## config.mk

```make
export PLATFORM = sky130hd
export DESIGN_NAME = seed_link_rx
export DESIGN_NICKNAME = d
export VERILOG_FILES = /design/src/rtl/seed_link_rx.sv
export SDC_FILE = /design/constraint.sdc
export NUM_CORES = 1
export LEC_CHECK = 0
export CAP_MARGIN = 10
export CORE_ASPECT_RATIO = 0.9
export CORE_MARGIN = 3
export CORE_UTILIZATION = 45
export DETAILED_ROUTE_END_ITERATION = 12
export GPL_ROUTABILITY_DRIVEN = 1
export GPL_TIMING_DRIVEN = 0
export MAX_ROUTING_LAYER = met4
export PLACE_DENSITY = 0.68
export SYNTH_ARGS = -nofsm -noshare
export SYNTH_HDL_FRONTEND = slang
export SYNTH_SLANG_ARGS = --single-unit
```

## constraint.sdc

```tcl
create_clock -name clk_75 -period 2.6 [get_ports clk_75]
set_clock_uncertainty 0.1 [all_clocks]
set_input_delay 0.26 -clock clk_75 [delete_from_list [all_inputs] [get_ports clk_75]]
set_output_delay 0.26 -clock clk_75 [all_outputs]
set_load 0.1 [all_outputs]
```

## src/rtl/seed_link_rx.sv

```systemverilog
// seed_link_rx: decodes the remote board's seed packet from the UART byte
// stream and hands a validated seed_x/seed_y pair plus a one-cycle
// remote_start strobe to the point generator and the mode controller.
// Packet: HEADER, X, Y [, CHK = HEADER ^ X ^ Y].
// Build option: define SEED_RX_CHECKSUM_EN for the 4-byte packet with the
// trailing checksum; leave it undefined for the 3-byte packet.

package snake_pkg;
  typedef enum logic [1:0] {
    MENU = 2'd0,
    GAME = 2'd1,
    OVER = 2'd2
  } game_mode;
endpackage

module seed_link_rx
  import snake_pkg::*;
#(
  parameter logic [7:0]  HEADER         = 8'hA5,
  parameter int unsigned TIMEOUT_CYCLES = 75000,
  parameter int unsigned ERR_W          = 8
) (
  input  logic             clk_75,
  input  logic             rst,
  input  game_mode         mode,
  input  logic [7:0]       rx_data,
  input  logic             rx_valid,
  output logic [4:0]       seed_x_out,
  output logic [4:0]       seed_y_out,
  output logic             remote_start,
  output logic             busy,
  output logic [ERR_W-1:0] err_cnt
);

  localparam int unsigned TMO_W = (TIMEOUT_CYCLES > 1) ? $clog2(TIMEOUT_CYCLES) : 1;
  localparam logic [TMO_W-1:0] TMO_LAST = TMO_W'(TIMEOUT_CYCLES - 1);

  typedef enum logic [1:0] {
    IDLE    = 2'd0,
    GET_X   = 2'd1,
    GET_Y   = 2'd2,
    GET_CHK = 2'd3
  } state_t;

  state_t           state_q, state_d;
  logic [TMO_W-1:0] tmo_q, tmo_d;
  logic [4:0]       x_q, x_d;
`ifdef SEED_RX_CHECKSUM_EN
  logic [4:0]       y_q, y_d;
`endif
  logic [4:0]       seed_x_q, seed_x_d;
  logic [4:0]       seed_y_q, seed_y_d;
  logic             start_q, start_d;
  logic             busy_q;
  logic [ERR_W-1:0] err_q, err_d;
  logic             err_inc;

  logic             is_hdr;
  logic             hi_zero;

  assign is_hdr  = (rx_data == HEADER);
  assign hi_zero = (rx_data[7:5] == 3'b000);

  // Packet decoder: mode abort has priority, then a received byte, then timeout.
  always_comb begin
    state_d  = state_q;
    x_d      = x_q;
`ifdef SEED_RX_CHECKSUM_EN
    y_d      = y_q;
`endif
    seed_x_d = seed_x_q;
    seed_y_d = seed_y_q;
    start_d  = 1'b0;
    err_inc  = 1'b0;

    if (mode != MENU) begin
      // Leaving the menu silently drops any partial packet.
      state_d = IDLE;
    end else if (rx_valid) begin
      case (state_q)
        IDLE: begin
          if (is_hdr) state_d = GET_X;
        end
        GET_X: begin
          if (is_hdr) begin
            err_inc = 1'b1;            // resync: remain waiting for X
          end else if (!hi_zero || rx_data[4:0] > 5'd30) begin
            state_d = IDLE;
            err_inc = 1'b1;
          end else begin
            x_d     = rx_data[4:0];
            state_d = GET_Y;
          end
        end
        GET_Y: begin
          if (is_hdr) begin
            state_d = GET_X;
            err_inc = 1'b1;
          end else if (!hi_zero || rx_data[4:0] > 5'd23) begin
            state_d = IDLE;
            err_inc = 1'b1;
          end else begin
`ifdef SEED_RX_CHECKSUM_EN
            y_d      = rx_data[4:0];
            state_d  = GET_CHK;
`else
            seed_x_d = x_q;
            seed_y_d = rx_data[4:0];
            start_d  = 1'b1;
            state_d  = IDLE;
`endif
          end
        end
`ifdef SEED_RX_CHECKSUM_EN
        GET_CHK: begin
          // A header byte here is just a (probably wrong) checksum value.
          state_d = IDLE;
          if (rx_data == (HEADER ^ {3'b000, x_q} ^ {3'b000, y_q})) begin
            seed_x_d = x_q;
            seed_y_d = y_q;
            start_d  = 1'b1;
          end else begin
            err_inc = 1'b1;
          end
        end
`endif
        default: state_d = IDLE;
      endcase
    end else if (state_q != IDLE && tmo_q == TMO_LAST) begin
      state_d = IDLE;
      err_inc = 1'b1;
    end
  end

  // Inter-byte timer: runs only mid-packet, restarts on every byte.
  always_comb begin
    if (mode != MENU || rx_valid || state_q == IDLE || tmo_q == TMO_LAST) begin
      tmo_d = '0;
    end else begin
      tmo_d = tmo_q + 1'b1;
    end
  end

  // Saturating rejected-packet counter.
  always_comb begin
    err_d = err_q;
    if (err_inc && err_q != {ERR_W{1'b1}}) err_d = err_q + 1'b1;
  end

  // Control and visible outputs, synchronously reset.
  always_ff @(posedge clk_75) begin
    if (rst) begin
      state_q  <= IDLE;
      tmo_q    <= '0;
      seed_x_q <= 5'd1;
      seed_y_q <= 5'd23;
      start_q  <= 1'b0;
      busy_q   <= 1'b0;
      err_q    <= '0;
    end else begin
      state_q  <= state_d;
      tmo_q    <= tmo_d;
      seed_x_q <= seed_x_d;
      seed_y_q <= seed_y_d;
      start_q  <= start_d;
      busy_q   <= (state_d != IDLE);
      err_q    <= err_d;
    end
  end

  // Partial-packet holding registers; never visible until accepted.
  always_ff @(posedge clk_75) begin
    x_q <= x_d;
`ifdef SEED_RX_CHECKSUM_EN
    y_q <= y_d;
`endif
  end

  assign seed_x_out   = seed_x_q;
  assign seed_y_out   = seed_y_q;
  assign remote_start = start_q;
  assign busy         = busy_q;
  assign err_cnt      = err_q;

endmodule

```

# Word level (Yosys, flattened, before mapping)
# Index checks and enable logic that the tools add are counted.
classes:
  eq_ne: 5
  bitwise: 6
  muxes: 17
  addsub: 2
  order_cmp: 2
  n_reduce_logical: 17
op_table:
  columns: ["cell", "n"]
  rows:
  - ["$add 17x1->17 const B", 1]
  - ["$eq 17x17->1 const B", 1]
  - ["$mux 2", 6]
  - ["$gt 5x5->1 const B", 2]
  - ["$reduce_and 5->1", 2]
  - ["$mux 1", 9]
  - ["$add 8x1->8 const B", 1]
  - ["$eq 8x8->1 const B", 1]
  - ["$ne 8x8->1 const B", 1]
  - ["$not 1->1", 6]
  - ["$pmux 2 s3", 1]
  - ["$reduce_bool 2->1", 3]
  - ["$logic_or 1x1->1", 5]
  - ["$reduce_or 5->1", 1]
  - ["$logic_not 3->1", 1]
  - ["$eq 2x1->1 const B", 1]
  - ["$eq 2x2->1 const B", 1]
  - ["$logic_and 1x1->1", 2]
  - ["$logic_not 2->1", 1]
  - ["$pmux 1 s2", 1]
  - ["$reduce_or 2->1", 1]
  - ["$logic_not 1->1", 1]
totals:
  regBits: 44
  out_inout_bits: 20
  word_cells: 57

# Depth between registers and ports, before layout
depth:
  ltp_word: 9
  mapped_depth: 8

# Worst setup path after synthesis
# Ideal clock, no wire load.
synth_timing:
  path_kind: "register to register"
  start: "register err_q[0], in the netlist err_cnt[0]"
  end: "register err_q[6], in the netlist err_cnt[6]"
  path_stages_with_launch: 5
  required_ps: 2379
  arrival_ps: 2042
  setup_slack_ps: 337
  setup_ps: 121
  cell_sequence: "dfxtp_1 > ha_1 > nand3_1 > a211oi_2 > mux2_2"
synth_via:
  elab_chain_cells: 2
  word_cells_on_any_way: 3
synth_rtl:
  columns: ["element", "line", "rtl"]
  rows:
  - ["from (decl)", "55", "logic [ERR_W-1:0] err_q, err_d;"]
  - ["from (signal assigned)", "167", "err_q <= err_d;"]
  - ["branches (longest 2 deep; another with $add 8x1->8)", null, null]
# Several ways; the timed one is not identified.
# A chain may end at the register's enable or synchronous reset.

# Worst setup path in the final report
layout_timing:
  start: "input rx_valid"
  end: "register err_q[4], in the netlist err_cnt[4]"
layout_via:
  elab_chain_cells: 3
layout_rtl:
  columns: ["element", "line", "rtl"]
  rows:
  - ["from (decl)", "27", "input logic rx_valid,"]
  - ["$mux 1", "79", "end else if (rx_valid) begin"]
  - ["$mux 1", "76", "if (mode != MENU) begin"]
  - ["$logic_and 1x1->1", "147", "if (err_inc && err_q != {ERR_W{1'b1}}) err_d = err_q + 1'b1;"]
# No other way between the ends.

==> run metrics <==
Std-Cell Core Area ~4300 um^2; met3 capacity usage during global routing 0.04326; post-synthesis mux area share 0.06615; number of fill cells in the layout about 380; share of post-route cells with drive strength above 1 0.07749; post-detailed-placement cell area ~2500 um^2; Yosys cell types between 40 and 50; Most used DFF post-synth sky130_fd_sc_hd__dfxtp_1; final cell utilization of the core 0.6061; starting density of the core 0.4889; most instantiated cells after synthesis sky130_fd_sc_hd__nor2_1, sky130_fd_sc_hd__dfxtp_1, sky130_fd_sc_hd__nand3_1; Layout Cell Area excl Fill between 2000 and 3000 um^2; Antenna Cells 0; standard-cell rows 22; number of nets with antenna violations after detailed routing 0; total of endpoints with negative setup slack in the final report 0; hold crit path type reg -> reg; post-DP HPWL approximately 3.1 mm; endpoint of the worst register-to-register path err_cnt[4]$_SDFFE_PP0P_; average footprint of a synthesized cell 9.089 um^2; weighted congestion reported at the end of routability-driven placement 0.8198; nets@finish around 290; post-synthesis share of cell area spent on xor and xnor gates 0.06257; number of instances in the synthesized netlist between 200 and 250; pin slew with the least headroom to its limit about 0.97 ns; leak pwr about 0.95 nW; DR pass1 iterations 4; number of failing hold endpoints at the final stage 0; Resized cells post-CTS 0; peak clock frequency supported by timing about 420 MHz; library cell with the highest instance count after synthesis sky130_fd_sc_hd__nor2_1; endpoint of the worst hold-timing path seed_y_out[2]$_SDFFE_PP1P_; portion of synthesized cell area occupied by the leading cell type 0.3719; met2 layer usage reported by global route 0.2281; depth of the worst hold-timing path 1; Simple-Gate Fraction of Synth Area 0.2658; total routing resource utilization after global routing 0.1647; Arr. time, crit path between 2 and 2.5 ns; startpoint type of the worst setup path input port; endpoint class of the critical path flip-flop; CTS Hold Buffers Added 0; Inserted Clock Buffers 5; worst rel slew slack 0.3501; final critical delay including setup and external delays 2.391 ns; Crit Path Category in -> reg; Setup Buffers After CTS 0; maximum VDD drop roughly 0.00027 V; number of antenna violations at the first check in global routing 0; library cell with the largest summed area after synthesis sky130_fd_sc_hd__dfxtp_1; number of register bits inferred by synthesis 44; power per unit of standard cell area 480.1 nW/um^2; pin count of the biggest net entering global routing 14; master cell of the clock root buffer sky130_fd_sc_hd__clkbuf_8; post-synthesis net count 250; die height 70.80 um; Clock Tree Buf Depth 2; number of enable flip-flop cells after synthesis 5; asr flop ratio synth 0; Reg2Reg Setup Slack a little over 0.3 ns; clock sink total 44; die span in x slightly below 80 um; worst-path fanout max 7; synthesized-area fraction occupied by ao, oa, aoi and oai cells 0.09178; routed wire length 4.224 mm; critical register-to-register path startpoint tmo_q[0]$_SDFF_PP0_; number of warnings printed during yosys synthesis 0; met1 layer usage reported by global route 0.2348; area of all sequential standard cells around 930 um^2; drt drc 0; Reg2Reg Depth 6; total area of multi-input combinational cells between 1000 and 1500 um^2; ranking of synthesized cells by area sky130_fd_sc_hd__dfxtp_1, sky130_fd_sc_hd__nor2_1, sky130_fd_sc_hd__edfxtp_1; drt first-iter violations roughly 140; total of max-cap violations 0; largest family of logic cells by synthesized area simple AND/OR/NAND/NOR gates; clock slew seen by the registers of the worst setup and hold paths roughly 0.07 ns; IO Count 33; P&R area growth vs syn 23.96%; number of buffers inserted by port buffering 32; total power draw ~1.2 mW; clk_lat worst skew about 0.29 ns; via total after detailed routing 1704; total count of max-transition violations in the final report 0; H-tree depth 2; Worst Min Path Start seed_y_out[2]$_SDFFE_PP1P_; global-route wire length before repair between 7 and 8 mm; cell area after technology mapping between 2000 and 2500 um^2; area of the die about 5500 um^2; data required time of the critical path around 2.7 ns; sequential area share after synthesis 0.4434; CTS tree yes; Via-to-Cell Ratio around 5; gr busiest metal met1; average wire per cell in the routed design between 10 and 15 um; run status completed; post-synthesis adder-cell area fraction 0.03576; Final period util 0.9194; RSZ-0062 raised after global routing false; aggregate global routing overflow 0; via count of the first global-routing pass 1554
==> critical path, stage by stage <==
cell,delay [ns]
sky130_fd_sc_hd__clkdlybuf4s50_1,0.55
sky130_fd_sc_hd__nor3b_1,0.55
sky130_fd_sc_hd__nand3_1,0.41
sky130_fd_sc_hd__a221oi_2,0.36
sky130_fd_sc_hd__mux2_1,0.34
==> flip-flops by register name, indices dropped and copies added, names as in the netlist <==
name and cells:
x_q 5, seed_x_out 5, busy 1, remote_start 1
err_cnt 8, tmo_q 17, seed_y_out 5, state_q 2
==> where the power goes <==
part / internal [mW] / leakage (nW) / switching (mW)
sequential: 0.686 / 0.359 / 0.000787
combinational: 0.0249 / 0.532 / 0.0296
clock: 0.285 / 0.0552 / 0.223
total: 0.996 / 0.946 / 0.253
==> layer usage <==
metal | part of all wire | vias to the layer above
met5 | 0 | -
met4 | 0.0064 | 0
met3 | 0.043 | 2
met2 | 0.41 | 30
met1 | 0.54 | 790
li1 | - | 882
==> layout make-up <==
| cell class | instances | share of cell area |
|---|---|---|
| Inverter | 11 | 0.01587 |
| Sequential cell | 44 | 0.3577 |
| Tap cell | 60 | 0.02885 |
| Buffer | 7 | 0.01202 |
| Clock inverter | 2 | 0.01346 |
| Timing Repair Buffer | 32 | 0.1231 |
| Multi-Input combinational cell | 169 | 0.4212 |
| Clock buffer | 6 | 0.02788 |
==> logic make-up (layout without fill, tap and decap cells) <==
| family | Yosys count | in the layout |
|---|---|---|
| AND/OR/NAND/NOR | 108 | 108 |
| flip-flops | 44 | 44 |
| AO/OA/AOI/OAI | 27 | 27 |
| buffers and inverters | 18 | 58 |
| XOR/XNOR | 15 | 15 |
| multiplexers | 13 | 13 |
| adder cells (fa/ha/maj) | 6 | 6 |
==> worst max-delay path by stage <==
| stage | start | to | slack [ns] | depth (start not counted) |
|---|---|---|---|---|
| floorplan | err_cnt[0]$_SDFFE_PP0P_ | err_cnt[6]$_SDFFE_PP0P_ | 0.34 | 4 |
| global placement | rx_valid | err_cnt[0]$_SDFFE_PP0P_ | -0.08 | 5 |
| detailed placement | rx_valid | err_cnt[0]$_SDFFE_PP0P_ | -0.08 | 5 |
| CTS | rx_valid | err_cnt[0]$_SDFFE_PP0P_ | 0.24 | 5 |
| global route | rx_valid | err_cnt[4]$_SDFFE_PP0P_ | 0.06 | 5 |
| finish | rx_valid | err_cnt[4]$_SDFFE_PP0P_ | 0.21 | 5 |
==> through the flow <==
stage / hold WS, ns / cells / TNS [ns] / setup WS [ns]
floorplan: 0.2589 / 231 / 0 / 0.3375
global placement: 0.3424 / 323 / -0.1643 / -0.08019
detailed placement: 0.3517 / 323 / -0.1983 / -0.07657
CTS: 0.3705 / 331 / 0 / 0.2371
global route: 0.4020 / 331 / 0 / 0.06097
finish: 0.3677 / 331 / 0 / 0.2095
==> placed cells by master, fill, tap and decap left out, drive strengths merged, types with 7 or more instances in the layout <==
| master | netlist | layout |
|---|---|---|
| xnor2 | 7 | 7 |
| clkbuf | 3 | 9 |
| clkdlybuf4s50 | 0 | 32 |
| inv | 11 | 11 |
| mux2 | 7 | 7 |
| xor2 | 8 | 8 |
| dfxtp | 39 | 39 |
| nand2 | 11 | 11 |
| nor2 | 44 | 44 |
| nand3 | 15 | 15 |
Note: power is estimated with default switching activity, not from simulation.
